`src/rtl/pc_seq_ctrl_if.sv`:
```
// pc_seq_ctrl_if: instruction handshake plus counter control/readback between the sequencer and its environment
interface pc_seq_ctrl_if #(
  parameter int AW = 10
);
  logic          start;
  logic          instr_valid;
  logic [3:0]    opcode;
  logic [AW-1:0] operand;
  logic          flag_z;
  logic [AW-1:0] pc;
  logic          instr_req;
  logic          en;
  logic          load;
  logic          updn;
  logic [AW-1:0] data_in;
  logic          halted;
  logic          stk_err;
  modport master (
    input  start, instr_valid, opcode, operand, flag_z, pc,
    output instr_req, en, load, updn, data_in, halted, stk_err
  );
  modport slave (
    output start, instr_valid, opcode, operand, flag_z, pc,
    input  instr_req, en, load, updn, data_in, halted, stk_err
  );
endinterface

```
`src/rtl/pc_seq_ctrl.sv`:
```
// pc_seq_ctrl: fetch/decode sequencer driving the program counter with a return-address stack.
// Define PC_SEQ_ILLEGAL_TRAP_EN to trap opcodes 7-15 into ERR instead of treating them as NOP.
module pc_seq_ctrl #(
  parameter int AW = 10,
  parameter int STK_DEPTH = 4
) (
  input logic clk5m,
  input logic rst,
  pc_seq_ctrl_if.master io_bus
);
  localparam int SPW = $clog2(STK_DEPTH + 1);
`ifdef PC_SEQ_ILLEGAL_TRAP_EN
  localparam bit TRAP = 1'b1;
`else
  localparam bit TRAP = 1'b0;
`endif
  localparam logic [3:0] OP_JMP = 4'd1, OP_JZ = 4'd2, OP_CALL = 4'd3, OP_RET = 4'd4, OP_SKIP = 4'd5, OP_HALT = 4'd6;
  typedef enum logic [2:0] {IDLE, FETCH, EXEC, SKIP2, HALT, ERR} state_t;
  state_t r_state, w_nxt;
  logic [3:0] r_op;
  logic [SPW-1:0] r_sp, w_top;
  logic [AW-1:0] r_stk [2**SPW];
  logic [AW-1:0] r_data, w_data;
  logic r_en, r_load, r_req, r_halted, r_err;
  logic w_en, w_load, w_full, w_empty, w_push, w_pop;
  assign w_full = r_sp == SPW'(STK_DEPTH);
  assign w_empty = r_sp == '0;
  assign w_top = r_sp - SPW'(1);
  assign w_push = r_state == EXEC && r_op == OP_CALL && !w_full;
  assign w_pop = r_state == EXEC && r_op == OP_RET && !w_empty;
  // Strobes are decoded while the instruction is accepted so they leave a register in the EXEC cycle.
  always_comb begin
    w_nxt = r_state;
    w_en = 1'b0;
    w_load = 1'b0;
    w_data = '0;
    case (r_state)
      IDLE, HALT: w_nxt = io_bus.start ? FETCH : r_state;
      FETCH: if (io_bus.instr_valid) begin
        w_nxt = EXEC;
        case (io_bus.opcode)
          OP_JMP: w_load = 1'b1;
          OP_JZ: begin
            w_load = io_bus.flag_z;
            w_en = !io_bus.flag_z;
          end
          OP_CALL: w_load = !w_full;
          OP_RET: w_load = !w_empty;
          OP_SKIP: w_en = 1'b1;
          OP_HALT: ;
          default: w_en = !(TRAP && io_bus.opcode > 4'd6);
        endcase
        w_data = w_load ? (io_bus.opcode == OP_RET ? r_stk[w_top] : io_bus.operand) : '0;
      end
      EXEC: case (r_op)
        OP_CALL: w_nxt = w_full ? ERR : FETCH;
        OP_RET: w_nxt = w_empty ? ERR : FETCH;
        OP_SKIP: begin
          w_nxt = SKIP2;
          w_en = 1'b1;
        end
        OP_HALT: w_nxt = HALT;
        default: w_nxt = (TRAP && r_op > 4'd6) ? ERR : FETCH;
      endcase
      SKIP2: w_nxt = FETCH;
      default: ;
    endcase
  end
  always_ff @(posedge clk5m) begin
    if (rst) begin
      r_state <= IDLE;
      r_op <= '0;
      r_sp <= '0;
      r_en <= 1'b0;
      r_load <= 1'b0;
      r_data <= '0;
      r_req <= 1'b0;
      r_halted <= 1'b0;
      r_err <= 1'b0;
    end else begin
      r_state <= w_nxt;
      r_en <= w_en;
      r_load <= w_load;
      r_data <= w_data;
      r_req <= w_nxt == FETCH;
      r_halted <= w_nxt == HALT;
      r_err <= w_nxt == ERR;
      if (r_state == FETCH && io_bus.instr_valid) r_op <= io_bus.opcode;
      if (w_push) r_sp <= r_sp + SPW'(1);
      if (w_pop) r_sp <= w_top;
    end
  end
  // Return address is taken in EXEC, before the counter moves to the call target.
  always_ff @(posedge clk5m) begin
    if (!rst && w_push) r_stk[r_sp] <= io_bus.pc + AW'(1);
  end
  assign io_bus.instr_req = r_req;
  assign io_bus.en = r_en;
  assign io_bus.load = r_load;
  assign io_bus.updn = 1'b0;
  assign io_bus.data_in = r_data;
  assign io_bus.halted = r_halted;
  assign io_bus.stk_err = r_err;
endmodule

```
`src/flat_wrapper.sv`:
```
// flat-port wrapper written by rule: the top's interface ports become plain ports
module pc_seq_ctrl_flat 
#(
  parameter int AW = 10,
  parameter int STK_DEPTH = 4
)
  (clk5m, rst, io_bus_start, io_bus_instr_valid, io_bus_opcode, io_bus_operand, io_bus_flag_z, io_bus_pc, io_bus_instr_req, io_bus_en, io_bus_load, io_bus_updn, io_bus_data_in, io_bus_halted, io_bus_stk_err);
  pc_seq_ctrl_if #(.AW(AW)) io_bus_i ();
  input logic clk5m;
  input logic rst;
  input wire logic [$bits(io_bus_i.start)-1:0] io_bus_start;
  input wire logic [$bits(io_bus_i.instr_valid)-1:0] io_bus_instr_valid;
  input wire logic [$bits(io_bus_i.opcode)-1:0] io_bus_opcode;
  input wire logic [$bits(io_bus_i.operand)-1:0] io_bus_operand;
  input wire logic [$bits(io_bus_i.flag_z)-1:0] io_bus_flag_z;
  input wire logic [$bits(io_bus_i.pc)-1:0] io_bus_pc;
  output wire logic [$bits(io_bus_i.instr_req)-1:0] io_bus_instr_req;
  output wire logic [$bits(io_bus_i.en)-1:0] io_bus_en;
  output wire logic [$bits(io_bus_i.load)-1:0] io_bus_load;
  output wire logic [$bits(io_bus_i.updn)-1:0] io_bus_updn;
  output wire logic [$bits(io_bus_i.data_in)-1:0] io_bus_data_in;
  output wire logic [$bits(io_bus_i.halted)-1:0] io_bus_halted;
  output wire logic [$bits(io_bus_i.stk_err)-1:0] io_bus_stk_err;
  assign io_bus_i.start = io_bus_start;
  assign io_bus_i.instr_valid = io_bus_instr_valid;
  assign io_bus_i.opcode = io_bus_opcode;
  assign io_bus_i.operand = io_bus_operand;
  assign io_bus_i.flag_z = io_bus_flag_z;
  assign io_bus_i.pc = io_bus_pc;
  assign io_bus_instr_req = io_bus_i.instr_req;
  assign io_bus_en = io_bus_i.en;
  assign io_bus_load = io_bus_i.load;
  assign io_bus_updn = io_bus_i.updn;
  assign io_bus_data_in = io_bus_i.data_in;
  assign io_bus_halted = io_bus_i.halted;
  assign io_bus_stk_err = io_bus_i.stk_err;
  pc_seq_ctrl #(.AW(AW), .STK_DEPTH(STK_DEPTH)) u_core (.clk5m(clk5m), .rst(rst), .io_bus(io_bus_i));
endmodule
```
`config.mk`:
```
export PLATFORM = sky130hd
export DESIGN_NAME = pc_seq_ctrl_flat
export DESIGN_NICKNAME = d
export VERILOG_FILES = /design/src/rtl/pc_seq_ctrl_if.sv /design/src/rtl/pc_seq_ctrl.sv /design/src/flat_wrapper.sv
export SDC_FILE = /design/constraint.sdc
export NUM_CORES = 1
export LEC_CHECK = 0
export ABC_CLOCK_PERIOD_IN_PS = 4900
export BUFFER_PORTS_ARGS = -buffer_cell sky130_fd_sc_hd__buf_2
export CAP_MARGIN = 30
export CORE_MARGIN = 2
export CORE_UTILIZATION = 30
export CTS_BUF_LIST = sky130_fd_sc_hd__clkbuf_8
export DETAILED_ROUTE_END_ITERATION = 8
export GPL_TIMING_DRIVEN = 0
export PLACE_DENSITY_LB_ADDON = 0.25
export SYNTH_ARGS = -nofsm -noshare
export SYNTH_HDL_FRONTEND = slang
export SYNTH_SLANG_ARGS = --single-unit
```
`constraint.sdc`:
```
create_clock -name clk5m -period 4.9 [get_ports clk5m]
set_input_delay 0.49 -clock clk5m [delete_from_list [all_inputs] [get_ports clk5m]]
set_output_delay 0.49 -clock clk5m [all_outputs]
set_load 0.005 [all_outputs]
```
## Word level (Yosys, flattened, before mapping)

Memory sizes are Yosys's and may differ from the RTL's.
Cells that the tools add are included.

| storage, ports and cells | value |
|---|---|
| latch bits | 0 |
| bits in writable memories | 80 |
| memories | 1 |
| flip-flop bits (word level) | 25 |
| bits in read-only memories | 0 |
| word-level logic and storage cells | 68 |

Memory list:

| name | words | bits a word | rd ports | clocked after memory_dff | write ports | RTL line | source |
|---|---|---|---|---|---|---|---|
| u_core.r_stk | 8 | 10 | 1 | 0 | 1 | pc_seq_ctrl.sv:22 | `logic [AW-1:0] r_stk [2**SPW];` |

| operators by class | value |
|---|---|
| bitwise operators | 3 |
| magnitude comparators | 0 |
| divide/modulo/power cells | 0 |
| $mul | 0 |
| shift operators | 0 |
| reduce and logical (&&, ||, !) cells | 17 |
| add/sub/neg operators | 3 |
| muxes and demuxes | 18 |
| equality and inequality tests | 17 |

Operators with widths:

| operator | number |
|---|---|
| case mux 3 bit (4 select lines) | 2 |
| equality test 4 x 3 -> 1 bit, second input constant | 5 |
| 2-to-1 mux 3 bit | 6 |
| equality test 3 bit, second input constant | 4 |
| equality test 4 x 2 -> 1 bit, second input constant | 3 |
| adder 10 x 1 -> 10 bit, second input constant | 1 |
| 2-to-1 mux 10 bit | 1 |
| OR reduction 4 bit | 2 |
| equality test 3 x 1 -> 1 bit, second input constant | 2 |
| equality test 3 x 2 -> 1 bit, second input constant | 2 |
| logical AND 1 bit | 6 |
| zero test 3 bit | 2 |
| 2-to-1 mux 1 bit | 6 |
| equality test 4 x 1 -> 1 bit, second input constant | 1 |
| zero test 1 bit | 4 |
| case mux 1 bit (2 select lines) | 2 |
| case mux 1 bit (4 select lines) | 1 |
| adder 3 x 1 -> 3 bit, second input constant | 1 |
| inverter 1 bit | 3 |
| OR reduction 3 bit | 1 |
| subtractor 3 x 1 -> 3 bit, second input constant | 1 |
| nonzero test 2 bit | 1 |
| OR reduction 2 bit | 1 |

## Depth between registers and ports, before layout

Gate-level depths: netlist of run 1.

| logic depth | value |
|---|---|
| depth in word-level cells | 7 |
| depth in mapped cells | 9 |
| depth with buffers taken out | 7 |

## Worst setup path before layout of run 1

Ideal clock, no wire load.

| path | value |
|---|---|
| path type | reg2reg |
| from | reg u_core.r_sp[0] |
| to | mem u_core.r_stk[2][0] (enable) |
| slack | 2299 ps |
| data arrival time | 2211 ps |
| clock period less this slack | 2601 ps |
| stages on the path, launching flop included | 8 |
| setup time | 390 ps |
| data required time | 4510 ps |
| cells stage by stage | dfxtp_1 clkbuf_1 inv_1 ha_1 nand2_1 nand3_1 or3_1 nor3_1 |

| on the way | value |
|---|---|
| longest elaborated chain between the ends | 6 |

RTL lines:

| item | RTL line | source |
|---|---|---|
| start, declared | pc_seq_ctrl.sv:21 | `logic [SPW-1:0] r_sp, w_top;` |
| start signal, assigned | pc_seq_ctrl.sv:89 | `if (w_push) r_sp <= r_sp + SPW'(1);` |
| start signal, assigned | pc_seq_ctrl.sv:90 | `if (w_pop) r_sp <= w_top;` |
| equality test 3 bit | pc_seq_ctrl.sv:26 | `assign w_full = r_sp == SPW'(STK_DEPTH);` |
| zero test 1 bit | pc_seq_ctrl.sv:29 | `assign w_push = r_state == EXEC && r_op == OP_CALL && !w_full;` |
| logical AND 1 bit | pc_seq_ctrl.sv:29 |  |
| logical AND 1 bit | pc_seq_ctrl.sv:95 | `if (!rst && w_push) r_stk[r_sp] <= io_bus.pc + AW'(1);` |
| 2-to-1 mux 1 bit | pc_seq_ctrl.sv:95 |  |
| 2-to-1 mux 1 bit (implied by the code) | pc_seq_ctrl.sv:95 |  |
| end, declared | pc_seq_ctrl.sv:22 |  |

Parallel ways exist; a longest one is shown, timed or not.

## Worst setup path in the final report of run 1

| path | value |
|---|---|
| from | reg u_core.r_sp[0] |
| to | mem u_core.r_stk[4][8] (enable) |

Same word-level chain as after synthesis.

==> results of run 1 <==
-- placed cells by master (no fill, tap or decap), types with 3 or more instances in the layout --
cell	count
dfxtp_1	25
ha_1	4
nor2_1	21
nand2_1	16
buf_6	3
clkbuf_1	6
a22oi_1	20
buf_2	46
edfxtp_1	80
clkbuf_8	9
inv_1	10
mux2i_1	45
xnor2_1	11
a21oi_1	16
and3_1	5
buf_4	4
and2_1	3
inv_8	3
nor2b_1	3
nand3_1	18
-- worst register-to-register path: stages, from the launching register on --
cell and delay (ps):
dfxtp_1 350, clkbuf_1 320, inv_1 180, ha_1 280
nand2_1 120, nand3_1 140, or3_1 420, nor2_1 770
-- power groups by stage --
stage,clock [mW],combinational (mW),sequential [mW]
3_3_place_gp,0,0.0661,0.988
2_1_floorplan,0,0.0376,0.987
5_1_grt,0.558,0.0765,0.969
3_5_place_dp,0,0.0683,0.988
4_1_cts,0.529,0.0684,0.968
6_report,0.517,0.0678,0.968
-- metal layers --
metal,up-vias,track usage,wire (µm)
li1,1333,-,-
met1,1329,0.161,4420
met2,61,0.193,4240
met3,9,0.0255,334
met4,0,0.0431,144
met5,-,0,0
-- flip-flops by register name, summed over array words and instances (netlist names) --
signal / flops
u_core.r_stk: 80
u_core.io_bus.stk_err: 1
u_core.r_op: 4
u_core.io_bus.load: 1
u_core.io_bus.en: 1
u_core.r_state: 3
u_core.io_bus.data_in: 10
u_core.io_bus.halted: 1
u_core.r_sp: 3
u_core.io_bus.instr_req: 1
-- final timing paths --
check,startpoint,to,slack (ps),cells past startpoint
worst min register to register,u_core.r_op[0],u_core.io_bus.en,570,2
worst max-delay path,u_core.r_sp[0],u_core.r_stk[4][8],1950,7
worst min-delay path,io_bus_operand[6],u_core.io_bus.data_in[6],340,3
worst max register to register,u_core.r_sp[0],u_core.r_stk[4][8],1950,7
-- cells by family (layout without fill, tap and decap cells) --
family                   count (synthesis)  count (layout)  share of synthesized area
AND/OR/NAND/NOR                         84              84                      0.103
flip-flops                             105             105                      0.654
adder cells (fa/ha/maj)                  4               4                     0.0113
other                                    1               1                   0.000845
AO/OA/AOI/OAI                           50              50                     0.0787
buffers and inverters                   24              85                     0.0251
multiplexers                            45              45                      0.101
XOR/XNOR                                13              13                     0.0257
-- final cells by class --
class / instances / area [µm²]
buffer: 15 / 77.6
tap: 184 / 230
timing repair buffer: 45 / 243
sequential: 105 / 2900
clock buffer: 9 / 124
inverter: 9 / 33.8
fill: 1404 / 9370
multi-input combinational: 197 / 1430
clock inverter: 7 / 61.3
==> metrics, run 1 <==
Slew Limit Fails=0; Total Routing Usage GR=0.120; CP Cell Sequence=clkbuf_1 -> inv_1 -> ha_1 -> nand2_1 -> nand3_1 -> or3_1 -> nor2_1; post-CTS sizing=0; Syn Inst Count=326; Primary FF master, synth=edfxtp_1; Synth warnings=0; status=complete, no violations; async set-reset flop share out of synthesis=0; DR pass1 iterations=4; post-CTS setup buffer count=0; fin area=5110 µm²; via count=2732; area added between synthesis and finish=15.1%; Worst Path Class, Setup=reg2reg; Ports=45; first-pass GRT wire length=14.4 mm; smallest setup slack after layout=1950 ps; Site Rows=44; Setup Skew=19.1 ps; dpl cells=554; Clock Sink Count=105; Syn Area/Cell=13.6 µm²; Final Setup Violations=0; Yosys cell types=45; Pleak=1.73 nW; worst rel slew slack=0.353; RSZ-0062 raised after global routing=false; count leader, synth=edfxtp_1; register share of total power=0.623; top post-synthesis cells by count=80 x edfxtp_1, 45 x mux2i_1, 25 x dfxtp_1, 21 x nor2_1, 20 x a22oi_1; fin crit share=0.603; share of cells above drive strength 1=0.202; dominant cells by area after synthesis=edfxtp_1 54%, dfxtp_1 11%, mux2i_1 10%; post-synth top area share=0.541; sw frac=0.237; placer congestion estimate=0.745; Slew @ Worst Pin=967 ps; Setup TNS Final=0 ps; Critical Path End Type=flip-flop; Clk Latency, worst-skew pair=380 ps; Starting Density=0.307; Root Buffer=clkbuf_8; Int Power=1.19 mW; EDFF count, synth=80; maximum vdd drop=0.193 mV; largest net degree at the start of global routing=20; # nets final=415; Worst Hold Class=in2reg; Clock Pin Slew Worst Setup and Hold Paths=110 ps; non-filler cells, final=571; sequential share of the synthesized area=0.654; Clock Power Share=0.333; die height=126 µm; pwr/cell area=304 nW/µm²; fmax=339 MHz; die area=15800 µm²; Buf/Inv on CP=2; # diodes=0; Switch Pwr=0.368 mW; CP startpoint kind=flip-flop; Core Area=14500 µm²; syn_nets=359; Logic pwr share=0.044; CP arrival=2960 ps; Detail Route Antenna Nets=0; Place WS=1940 ps; H-Tree Depth=3; drt total wl=9.13 mm; PortBufs=41; Min Hold Slack=345 ps; CP peak stage delay=770 ps; CTS buffer count=9; top cell type by total area after synthesis=edfxtp_1; Placed Instance Area=4910 µm²; maximum clock insertion buffer count=2; Max Cap Violations=0; vias in the first global route=2625; Worst EP required=4910 ps; Mapped Area=4440 µm²; DP HPWL=6.28 mm; hold_buf cts=0; DR vias/cell=4.78; Tot Pwr=1.55 mW; final hold vios=0; GR Overflow Total=0; initial antenna violation count=0; Iter 0 DRT Violations=287; Slowest-stage cell, CP=nor2_1; Worst path top cell family by delay=simple AND/OR/NAND/NOR gates; crit path max fanout=10; Routed WL per cell=16.0 µm; DRC=0; #FFs+latches synth=105; Period minus WS final=2950 ps; Util after Layout=0.353; Die X=126 µm; CTS tree=done
(Power assumes the default switching activity.)
==> run 2, diff against run 1 <==
--- a/config.mk
+++ b/config.mk
@@ -5,7 +5,8 @@
 export SDC_FILE = /design/constraint.sdc
 export NUM_CORES = 1
 export LEC_CHECK = 0
-export ABC_CLOCK_PERIOD_IN_PS = 4900
+export ABC_AREA = 1
+export ABC_CLOCK_PERIOD_IN_PS = 2400
 export BUFFER_PORTS_ARGS = -buffer_cell sky130_fd_sc_hd__buf_2
 export CAP_MARGIN = 30
 export CORE_MARGIN = 2
==> constraint.sdc (replaced) <==
create_clock -name clk5m -period 2.4 [get_ports clk5m]
set_input_delay 0.24 -clock clk5m [delete_from_list [all_inputs] [get_ports clk5m]]
set_output_delay 0.24 -clock clk5m [all_outputs]
set_load 0.005 [all_outputs]
==> run 2 against run 1 <==
Effect of this change: count of clock-buffer cells in the layout stayed put; via count grew 34%; hold slack worse by 240 ps; utilization grew 1.4 points; cell count grew 42%; total power grew 120%; critical path depth up 3; global-route usage rose by 2.7 points; clock skew is 4.3 ps lower; clock power grew 130%; sequential share of layout area is 6.7 points lower; combinational power rose by 140%.
==> metrics, run 2 <==
status=complete, no violations (unchanged); Clock Pin Slew Worst Setup and Hold Paths=90 ps (was 110 ps); fin crit share=0.950 (was 0.603); dpl cells=786 (was 554); commonest non-fill, non-tap cell in the layout=nand2_1 (was edfxtp_1); Worst EP required=2500 ps (was 4910 ps); non-filler cells, final=811 (was 571); post-synth top area share=0.496 (was 0.541); DR pass1 iterations=5 (was 4); H-Tree Depth=3 (unchanged); Ports=45 (unchanged); post-synthesis xor/xnor area fraction=0.0163 (was 0.0257); Final Setup Violations=0 (unchanged); Syn Inst Count=527 (was 326); CP Cell Sequence=clkbuf_4 -> inv_2 -> buf_2 -> ha_1 -> nand2_2 -> nand3_4 -> nor2_4 -> nand2_2 -> nor3_4 -> buf_12 (was clkbuf_1 -> inv_1 -> ha_1 -> nand2_1 -> nand3_1 -> or3_1 -> nor2_1); initial antenna violation count=0 (unchanged); Int Power=2.60 mW (was 1.19 mW); Slowest-stage cell, CP=dfxtp_1 (was nor2_1); first-pass GRT wire length=18.7 mm (was 14.4 mm); worst rel slew slack=0.363 (was 0.353); mux cell area share after synthesis=0 (was 0.101); Switch Pwr=0.739 mW (was 0.368 mW); most used cell, CP=nand2_2; fmax=439 MHz (was 339 MHz); RR Endpoint=u_core.r_stk[2][0] (was u_core.r_stk[4][8]); sw frac=0.221 (was 0.237); maximum clock insertion buffer count=2 (unchanged); Logic pwr share=0.048 (was 0.044); via count=3668 (was 2732); Clock Power Share=0.360 (was 0.333); largest family of logic cells by synthesized area=simple AND/OR/NAND/NOR gates (unchanged); DP HPWL=8.37 mm (was 6.28 mm); Die X=131 µm (was 126 µm); # nets final=623 (was 415); Worst Hold Class=in2reg (unchanged); RSZ-0062 raised after global routing=false (unchanged); Pleak=2.55 nW (was 1.73 nW); complex-gate fraction of the synthesized area=0.0308 (was 0.0787); grt met2 use=0.230 (was 0.193); area added between synthesis and finish=19.8% (was 15.1%); maximum vdd drop=0.257 mV (was 0.193 mV); FF-to-FF Start=u_core.r_sp[0] (unchanged); top post-synthesis cells by count=144 x nand2_1, 86 x inv_1, 80 x edfxtp_1, 76 x nand3_1, 28 x nor2_1 (was 80 x edfxtp_1, 45 x mux2i_1, 25 x dfxtp_1, 21 x nor2_1, 20 x a22oi_1); drt total wl=11.7 mm (was 9.13 mm); DR vias/cell=4.52 (was 4.78); most frequent cells in the layout=144 x nand2_1, 86 x inv_1, 80 x edfxtp_1 (was 80 x edfxtp_1, 46 x buf_2, 45 x mux2i_1); Yosys cell types=27 (was 45); CP peak stage delay=340 ps (was 770 ps); Routed WL per cell=14.4 µm (was 16.0 µm); # diodes=0 (unchanged); Starting Density=0.306 (was 0.307); Clk Latency, worst-skew pair=390 ps (was 380 ps); PortBufs=43 (was 41); Synth warnings=0 (unchanged); Critical Path End Type=flip-flop (unchanged); Iter 0 DRT Violations=278 (was 287); die height=131 µm (was 126 µm); CP arrival=2380 ps (was 2960 ps); Slew Limit Fails=0 (unchanged); Syn Area/Cell=9.18 µm² (was 13.6 µm²); Period minus WS final=2280 ps (was 2950 ps); share of cells above drive strength 1=0.195 (was 0.202); sequential share of the synthesized area=0.600 (was 0.654); die area=17200 µm² (was 15800 µm²); Max Cap Violations=0 (unchanged); Root Buffer=clkbuf_8 (unchanged); placer congestion estimate=0.821 (was 0.745); crit path max fanout=11 (was 10); Endpoint, Worst Hold=u_core.io_bus.data_in[9] (was u_core.io_bus.data_in[6]); min-delay src=io_bus_operand[9] (was io_bus_operand[6]); Min Hold Slack=109 ps (was 345 ps); vias in the first global route=3550 (was 2625); syn_nets=560 (was 359); Mapped Area=4840 µm² (was 4440 µm²); hold_buf cts=0 (unchanged); reg2reg setup slack=120 ps (was 1950 ps); Hold Path Depth=3 (unchanged); max reg flops=80 (unchanged); EDFF count, synth=80 (unchanged); Biggest register=u_core.r_stk (unchanged); # fillers=1572 (was 1404); Tot Pwr=3.34 mW (was 1.55 mW); Slew @ Worst Pin=953 ps (was 967 ps); GR Overflow Total=0 (unchanged); GR Util met3=0.0273 (was 0.0255); async set-reset flop share out of synthesis=0 (unchanged); Setup Skew=14.8 ps (was 19.1 ps); grt met1 use=0.205 (was 0.161); count leader, synth=nand2_1 (was edfxtp_1); dominant cells by area after synthesis=edfxtp_1 50%, nand2_1 11%, dfxtp_1 10% (was edfxtp_1 54%, dfxtp_1 11%, mux2i_1 10%); busiest layer in global routing=met2 (unchanged); CTS buffer count=9 (unchanged); largest net degree at the start of global routing=18 (was 20); top cell type by total area after synthesis=edfxtp_1 (unchanged); Clock Sink Count=105 (unchanged); Worst Reg-to-Reg Cells=10 (was 7); CP startpoint kind=flip-flop (unchanged); Detail Route Antenna Nets=0 (unchanged); Total Routing Usage GR=0.147 (was 0.120); register share of total power=0.592 (was 0.623); Site Rows=46 (was 44); pwr/cell area=577 nW/µm² (was 304 nW/µm²); DRC=0 (unchanged); adder-cell share of the synthesized area=0.0103 (was 0.0113); #FFs+latches synth=105 (unchanged); CTS tree=done (unchanged); final hold vios=0 (unchanged); Core Area=15800 µm² (was 14500 µm²); Worst Path Class, Setup=reg2reg (unchanged); Simple-Gate Fraction of Synth Area=0.248 (was 0.103); Primary FF master, synth=edfxtp_1 (unchanged)
[run 2: cell types whose count changed after synthesis, sizes merged, moves of 10 or more]
cell / change
nand2: +132
inv: +80
a22oi: -20
xnor2: -10
mux2i: -45
nand3: +60
nor2: +11
[run 2: logic make-up after synthesis]
kind of cell	count (synthesis)
simple gates	274
other cells	1
fa+ha+maj	4
compound gates	23
flops	105
buf+inv	111
xor+xnor	9
[run 2: cell type report]
cell class	count	area [µm²]	share of cell area
flip-flops and latches	105	2900	0.501
multi-input cells	311	1570	0.271
repair buffers	52	370	0.0639
inverters	92	348	0.0600
well taps	216	270	0.0466
clock buffers	9	124	0.0214
plain buffers	19	114	0.0196
clock inverters	7	92.6	0.0160
[run 2: power by group through the flow]
stage	clock network [mW]	logic, mW	registers, mW
2_1_floorplan	0	0.0857	2.02
3_3_place_gp	0	0.159	2.02
3_5_place_dp	0	0.163	2.02
4_1_cts	1.23	0.164	1.98
5_1_grt	1.30	0.185	1.98
6_report	1.20	0.161	1.98
[run 2: metrics by stage]
stage / instance area [µm²] / util / setup TNS (ps) / setup WS (ps)
after floorplan: 4840 / - / -735 / -9.56
after global placement: 5330 / 0.336 / -53820 / -703
after detailed placement: 5370 / 0.339 / -17670 / -266
after CTS: 5790 / 0.366 / 0 / 86.0
after global routing: 5800 / 0.366 / 0 / 3.39
final: 5800 / 0.366 / 0 / 121
[run 2: worst max-delay path by stage]
stage,start,end,slack (ps),depth (start not counted)
2_1_floorplan,u_core.r_sp[0],u_core.r_stk[2][0],-10,9
3_3_place_gp,u_core.r_sp[0],u_core.r_stk[5][4],-700,9
3_5_place_dp,u_core.r_sp[0],u_core.r_stk[2][2],-270,9
4_1_cts,u_core.r_sp[0],u_core.io_bus.data_in[5],90,10
5_1_grt,u_core.r_sp[0],u_core.r_stk[2][3],3,10
6_report,u_core.r_sp[0],u_core.r_stk[2][0],120,10
[run 2: worst max-delay path: cells and delay by family, from the launching register on]
kind                       cells  cell delay [ps]
and+or+nand+nor                5              770
DFF                            1              340
adders and majority gates      1              250
buffers and inverters          4              650
[run 2: what timing repair did]
| action | 4_1_cts | 5_1_grt |
|---|---|---|
| pin swaps | 8 | 2 |
| setup buffers | 9 | 0 |
| cloned | 0 | 0 |
| endpoints found under the setup margin | 80 | 76 |
| resized for setup | 9 | 9 |
[run 2: metal layers]
layer | wire, µm | up-vias
li1 | - | 1811
met1 | 5480 | 1722
met3 | 731 | 16
met2 | 5240 | 119
met5 | 0 | -
met4 | 259 | 0
